File: src/rtl/ser_pkg.sv
// Serial line package: FSM state encoding, line levels and default frame geometry.
// Shared between the transmit shifter and the serial-in receiver side.
package ser_pkg;

    typedef enum logic [2:0] {
        IDLE   = 3'd0,
        START  = 3'd1,
        DATA   = 3'd2,
        PARITY = 3'd3,
        STOP   = 3'd4
    } state_t;

    localparam logic LINE_IDLE = 1'b1;
    localparam logic START_BIT = 1'b0;
    localparam logic STOP_BIT  = 1'b1;

    localparam int DEFAULT_WIDTH = 8;
    localparam int DEFAULT_DIV   = 1;

endpackage

File: src/rtl/ser_tx_shifter_baud.sv
// Bit-period divider: pulses tick on the last of every DIV cycles while en is high.
// Counter is held at zero whenever en is low, so each frame starts on a full bit period.
module ser_baud_div #(
    parameter int DIV = 1
) (
    input  logic clk,
    input  logic rst,
    input  logic en,
    output logic tick
);

    localparam int CW = (DIV > 1) ? $clog2(DIV) : 1;

    logic [CW-1:0] cnt;

    assign tick = en && (cnt == CW'(DIV - 1));

    always_ff @(posedge clk) begin
        if (rst || !en) begin
            cnt <= '0;
        end else if (tick) begin
            cnt <= '0;
        end else begin
            cnt <= cnt + CW'(1);
        end
    end

endmodule

File: src/rtl/ser_tx_shifter.sv
// Parallel-in serial-out frame transmitter: start, WIDTH data bits MSB-first, stop; 1-cycle latency.
// Optional even parity bit before stop when SER_TX_PARITY_EN is defined.
module ser_tx_shifter
    import ser_pkg::*;
#(
    parameter int WIDTH = DEFAULT_WIDTH,
    parameter int DIV   = DEFAULT_DIV
) (
    input  logic             clk,
    input  logic             rst,
    input  logic [WIDTH-1:0] tx_data,
    input  logic             tx_valid,
    output logic             tx_ready,
    output logic             ser_out,
    output logic             ser_oe,
    output logic             busy
);

    localparam int BW = $clog2(WIDTH + 1);

    state_t           state, state_nxt;
    logic [WIDTH-1:0] shreg, shreg_nxt;
    logic [BW-1:0]    bit_cnt, bit_cnt_nxt;
    logic             tick;
    logic             baud_en;
    logic             accept;
    logic             line_nxt;
`ifdef SER_TX_PARITY_EN
    logic             par;
`endif

    assign tx_ready = (state == IDLE) && !rst;
    assign accept   = tx_valid && tx_ready;
    assign baud_en  = (state != IDLE);

    ser_baud_div #(
        .DIV (DIV)
    ) u_baud (
        .clk  (clk),
        .rst  (rst),
        .en   (baud_en),
        .tick (tick)
    );

    always_comb begin
        state_nxt   = state;
        shreg_nxt   = shreg;
        bit_cnt_nxt = bit_cnt;
        line_nxt    = LINE_IDLE;

        case (state)
            IDLE: begin
                if (accept) begin
                    state_nxt = START;
                    shreg_nxt = tx_data;
                end
            end
            START: begin
                if (tick) state_nxt = DATA;
            end
            DATA: begin
                if (tick) begin
                    shreg_nxt = shreg << 1;
                    if (bit_cnt == BW'(WIDTH - 1)) begin
                        bit_cnt_nxt = '0;
`ifdef SER_TX_PARITY_EN
                        state_nxt   = PARITY;
`else
                        state_nxt   = STOP;
`endif
                    end else begin
                        bit_cnt_nxt = bit_cnt + BW'(1);
                    end
                end
            end
`ifdef SER_TX_PARITY_EN
            PARITY: begin
                if (tick) state_nxt = STOP;
            end
`endif
            STOP: begin
                if (tick) state_nxt = IDLE;
            end
            default: state_nxt = IDLE;
        endcase

        // Line level is registered, so it is derived from where the FSM is heading.
        case (state_nxt)
            START:   line_nxt = START_BIT;
            DATA:    line_nxt = shreg_nxt[WIDTH-1];
`ifdef SER_TX_PARITY_EN
            PARITY:  line_nxt = par;
`endif
            STOP:    line_nxt = STOP_BIT;
            default: line_nxt = LINE_IDLE;
        endcase
    end

    always_ff @(posedge clk) begin
        if (rst) begin
            state   <= IDLE;
            shreg   <= '0;
            bit_cnt <= '0;
            ser_out <= LINE_IDLE;
            ser_oe  <= 1'b0;
            busy    <= 1'b0;
`ifdef SER_TX_PARITY_EN
            par     <= 1'b0;
`endif
        end else begin
            state   <= state_nxt;
            shreg   <= shreg_nxt;
            bit_cnt <= bit_cnt_nxt;
            ser_out <= line_nxt;
            ser_oe  <= (state_nxt != IDLE);
            busy    <= (state_nxt != IDLE);
`ifdef SER_TX_PARITY_EN
            if (accept) par <= ^tx_data;
`endif
        end
    end

endmodule
File: config.mk
export PLATFORM = sky130hd
export DESIGN_NAME = ser_tx_shifter
export DESIGN_NICKNAME = d
export VERILOG_FILES = /design/src/rtl/ser_pkg.sv /design/src/rtl/ser_tx_shifter_baud.sv /design/src/rtl/ser_tx_shifter.sv
export SDC_FILE = /design/constraint.sdc
export NUM_CORES = 1
export LEC_CHECK = 0
export ABC_AREA = 1
export CAP_MARGIN = 25
export CORE_MARGIN = 8
export CORE_UTILIZATION = 45
export DETAILED_ROUTE_END_ITERATION = 10
export GPL_ROUTABILITY_DRIVEN = 0
export PLACE_DENSITY = 0.74
export SLEW_MARGIN = 20
export SYNTH_ARGS = -nofsm -noshare
export SYNTH_HDL_FRONTEND = slang
export SYNTH_HIERARCHICAL = 1
export SYNTH_SLANG_ARGS = --single-unit
File: constraint.sdc
create_clock -name clk -period 1.6 [get_ports clk]
set_input_delay 0.24 -clock clk [delete_from_list [all_inputs] [get_ports clk]]
set_output_delay 0.24 -clock clk [all_outputs]
set_load 0.01 [all_outputs]
* Word-level counts from Yosys, hierarchy flattened
Cells that the tools add are included.
Widths: inputs -> output; s select.
** Word-level totals
- Output and inout bits :: 4
- Input bits :: 11
- Word-level logic and storage cells :: 42
- Register bits :: 18
** Operators by class
- Bitwise operators :: 1
- Reductions and logical operators :: 13
- Equality and inequality tests :: 8
- Mux-type cells :: 11
- Add/sub/neg operators :: 2
** Operators with widths (number)
- $mux 8 :: 2
- $pmux 8 s2 :: 1
- $mux 3 :: 5
- $pmux 3 s4 :: 1
- $eq 3x1->1 const B :: 2
- $eq 3x2->1 const B :: 2
- $reduce_bool 3->1 :: 2
- $add 4x1->4 const B :: 1
- $eq 4x3->1 const B :: 1
- $mux 4 :: 1
- $ne 2x2->1 const B :: 2
- $eq 3x3->1 const B :: 1
- $logic_and 1x1->1 :: 3
- $logic_not 3->1 :: 1
- $reduce_and 3->1 :: 1
- $logic_not 1->1 :: 2
- $pmux 1 s2 :: 1
- $reduce_and 2->1 :: 1
- $reduce_bool 2->1 :: 1
- $reduce_or 2->1 :: 1
- $add 1x1->1 const B :: 1
- $logic_or 1x1->1 :: 1
- $not 1->1 :: 1

* Logic depth before layout (Yosys ltp)
- Depth in word-level cells :: 7
- Depth in mapped cells :: 11
- Depth with buffers taken out :: 10

* Modules after synthesis
The synthesis kept the hierarchy.
** Modules (own cells, without submodules)
- ser_tx_shifter :: sequential area each 340.3 µm², area an instance 799.5 µm², times used 1, cells each 112
- ser_baud_div :: sequential area each 20.0 µm², area an instance 33.8 µm², times used 1, cells each 4

* Least setup slack after synthesis
No wires, ideal clock.
- Path type :: reg2reg
- Start point :: reg state[1]
- End point :: reg ser_out
- Library setup time :: 0.112 ns
- Arrival time :: 1.248 ns
- Stages on the path, launching flop included :: 11
- Path slack :: 0.239 ns
- Buffers on the path :: 1
- Period minus slack after synthesis :: 1.361 ns
- Path through :: dfxtp_1 -> inv_2 -> nand2_1 -> inv_1 -> nor2_2 -> buf_2 -> inv_1 -> o21ai_0 -> nand2_1 -> nand2_1 -> nand2_1
** Between the ends
- Elaborated cells on any way between the ends :: 20
- Classes of those cells :: eq/ne: 5; mux: 10; reduce/logical: 5
** RTL lines
- from (decl) :: RTL line ser_tx_shifter.sv:21 : state_t state, state_nxt;
- from (signal assigned) :: RTL line ser_tx_shifter.sv:111 : state <= state_nxt;
- $reduce_bool 3->1 * :: RTL line ser_tx_shifter.sv:34 : assign baud_en = (state != IDLE);
- named net baud_en :: RTL line ser_tx_shifter.sv:25 : logic baud_en;
- $logic_and 1x1->1 * :: RTL line ser_tx_shifter_baud.sv:16 : assign tick = en && (cnt == CW'(DIV - 1));
- named net tick :: RTL line ser_tx_shifter.sv:24 : logic tick;
- $mux 3 (on tied branches) :: RTL line ser_tx_shifter.sv:82, ser_tx_shifter.sv:59, ser_tx_shifter.sv:62
- $pmux 3 s4 :: RTL line ser_tx_shifter.sv:51 : case (state)
- $eq 3x2->1 or $eq 3x1->1 (tied branches) :: RTL line ser_tx_shifter.sv:88 : case (state_nxt)
- $pmux 1 s2 * :: RTL line ser_tx_shifter.sv:88
- to (signal assigned) :: RTL line ser_tx_shifter.sv:114 : ser_out <= line_nxt;
- to (decl) :: RTL line ser_tx_shifter.sv:14 : output logic ser_out,
The timed path passes the listed nets; every way through them passes the cells marked *. The select of a mux whose other input is x is not followed.
A chain may end at the register's enable or synchronous reset.

* Worst setup path in the final report
- Start point :: reg state[2]
- End point :: reg ser_out
Same word-level chain as after synthesis.

==> flow_metrics.tcl <==
set metrics [dict create \
    synth_area_leader_cell "dfxtp_1" \
    rrSetupSlack_ns 0.15 \
    hp-class "register to register" \
    max_freq_ghz 0.689 \
    synth-seq-area-share_pct 43.2 \
    num_rows 15 \
    hold_violations 0 \
    clk_pin_slew_ns 0.11 \
    crit_type "register to register" \
    cts_made_buffers 3 \
    synth.area.top_cells "dfxtp_1 43%, nand2_1 14%, a21oi_1 9.6%, inv_1 5.0%, nor2_1 4.5%" \
    ioPinCount 15 \
    skew_ns 0.00400 \
    drc_errors 0 \
    ys_async_sr_fraction_pct 0 \
    ys_types 21 \
    final_util_pct 62.5 \
    yosys_warnings 6 \
    fp.dieW_um 59.0 \
    worstReg2RegStart "state[2]" \
    dp_hpwl_um 1270 \
    syn_to_final_growth_pct 29.6 \
    root_buffer "clkbuf_4" \
    syn_inst 116 \
    io_buffer_count 14 \
    first_global_vias 727 \
    p_per_area_nw_per_um2 821 \
    first_iter_violations 21 \
    arrival_ns 1.65 \
    ys_top_cells_by_count "32 x nand2_1, 18 x dfxtp_1, 16 x a21oi_1, 11 x inv_1, 10 x nor2_1" \
    start_util_pct 48.3 \
    status "finished, final reports clean" \
    core_area_um2 1730 \
    die_area_um2 3480 \
    total_power_w 0.000887 \
    crit_required_ns 1.80 \
    timing.final.max_slew_violations 0 \
    cp-start-kind "register" \
    dr.pass1.iters 4 \
    hold_ws_ns 0.469 \
    leakage_nw 0.463 \
    peakVddDrop_mv 0.497 \
    vias_per_cell 4.69 \
    yosysMostFrequentCell "nand2_1" \
    ant_nets 0 \
    min_period_ns 1.45 \
    yosysTopAreaCellShare_pct 43.2 \
    grt_pass1_wl_um 2990 \
    die_h_um 59.0 \
    vias 759 \
    fin_crit_sh_pct 90.7 \
    wl_per_cell_um 10.5 \
    max-clock-path-buffers 2 \
    ys_ff_latch 18 \
    antenna_found_initial 0 \
    tritoncts "done" \
    htree_levels 1 \
    grt_use_total_pct 10.9 \
    finalSetupViolations 0 \
    cts_sinks 18 \
    drive_gt1_share_pct 16.8 \
    grt_max_degree 11 \
    syn-cell-area_um2 833 \
    overflow 0 \
    synth.avg_cell_area_um2 7.18 \
    antenna_cells 0 \
    synth-edff-count 0 \
    crit_path_end_kind "register" \
    critPathMaxFanout 7 \
    wirelength_um 1690 \
    clkLatencyLatePin_ns 0.29 \
    setup.worst_path.start "state[2]" \
    drv_cap 0 \
    syn-num-nets 128 \
    finalSetupTns_ns 0 \
    synth_ff_type "dfxtp_1" \
    final_nets 150 \
    holdCritStartpoint "shreg[4]" \
]
critical path: stages, from the launching register on:
cell and delay [ns]:
dfxtp_2 0.36, nor2_4 0.11, buf_4 0.15, nand2_1 0.05
inv_1 0.09, nor2_4 0.05, buf_4 0.15, o21ai_0 0.17
nand2_1 0.11, nand2_1 0.08, nand2_1 0.04
cell usage in the layout, fill, tap and decap left out, drive strengths merged:
cell	n
ha	1
nand3	8
xor2	1
inv	14
conb	1
buf	6
nand2	34
nor2	13
dlygate4sd2	1
and2	1
dfxtp	18
nand4	2
o21ai	2
a21oi	16
clkdlybuf4s50	13
or2	2
clkbuf	4
where the power goes:
| group | switching, W | internal, W |
|---|---|---|
| combinational | 0.0000627 | 0.0000668 |
| sequential | 0.00000993 | 0.000467 |
| clock | 0.000142 | 0.000139 |
registers in the layout, summed over array words and instances (netlist names):
register,flops
shreg,8
bit_cnt,4
state,3
busy,1
ser_out,1
u_baud/cnt,1
cell type report:
cell class	count	area, µm²
Tap cell	25	31.3
Multi-Input combinational cell	81	413
Clock buffer	4	36.3
Inverter	14	52.6
Timing Repair Buffer	20	184
Sequential cell	18	363
Fill cell	165	647
routing by layer:
metal / routed length [µm] / track usage (%) / up-vias
li1: - / - / 405
met1: 808 / 13.6 / 344
met2: 814 / 16.5 / 8
met3: 57 / 2.60 / 2
met4: 13 / 6.48 / 0
met5: 0 / 0 / -
kinds of logic after synthesis:
| group | Yosys count | share of synthesized area, % |
|---|---|---|
| and+or+nand+nor | 60 | 34.2 |
| AOI/OAI and AO/OA | 18 | 10.8 |
| DFF | 18 | 43.2 |
| buffers and inverters | 17 | 8.71 |
| xor gates and xnor gates | 1 | 1.05 |
| adders and majority gates | 1 | 1.50 |
| other | 1 | 0.450 |
per-stage QoR:
stage	worst slack, ns	cell area (µm²)	instances
after global routing	-0.000912	1080	162
after global placement	-0.0412	1020	157
final	0.148	1080	162
after detailed placement	-0.0749	1020	157
after floorplan	0.239	833	116
after CTS	0.0706	1060	162
repair_timing:
action,4_1_cts,5_1_grt
pin swaps,1,0
setup buffers,1,0
resized for setup,1,5
gates cloned,0,0
endpoints found under the setup margin,1,12
hold buffers,0,0
worst paths after layout:
path | end | cells after the start
max | ser_out | 10
min | shreg[4] | 2
max reg2reg | ser_out | 10
min reg2reg | shreg[4] | 2
Note: power is estimated with default switching activity, not from simulation.
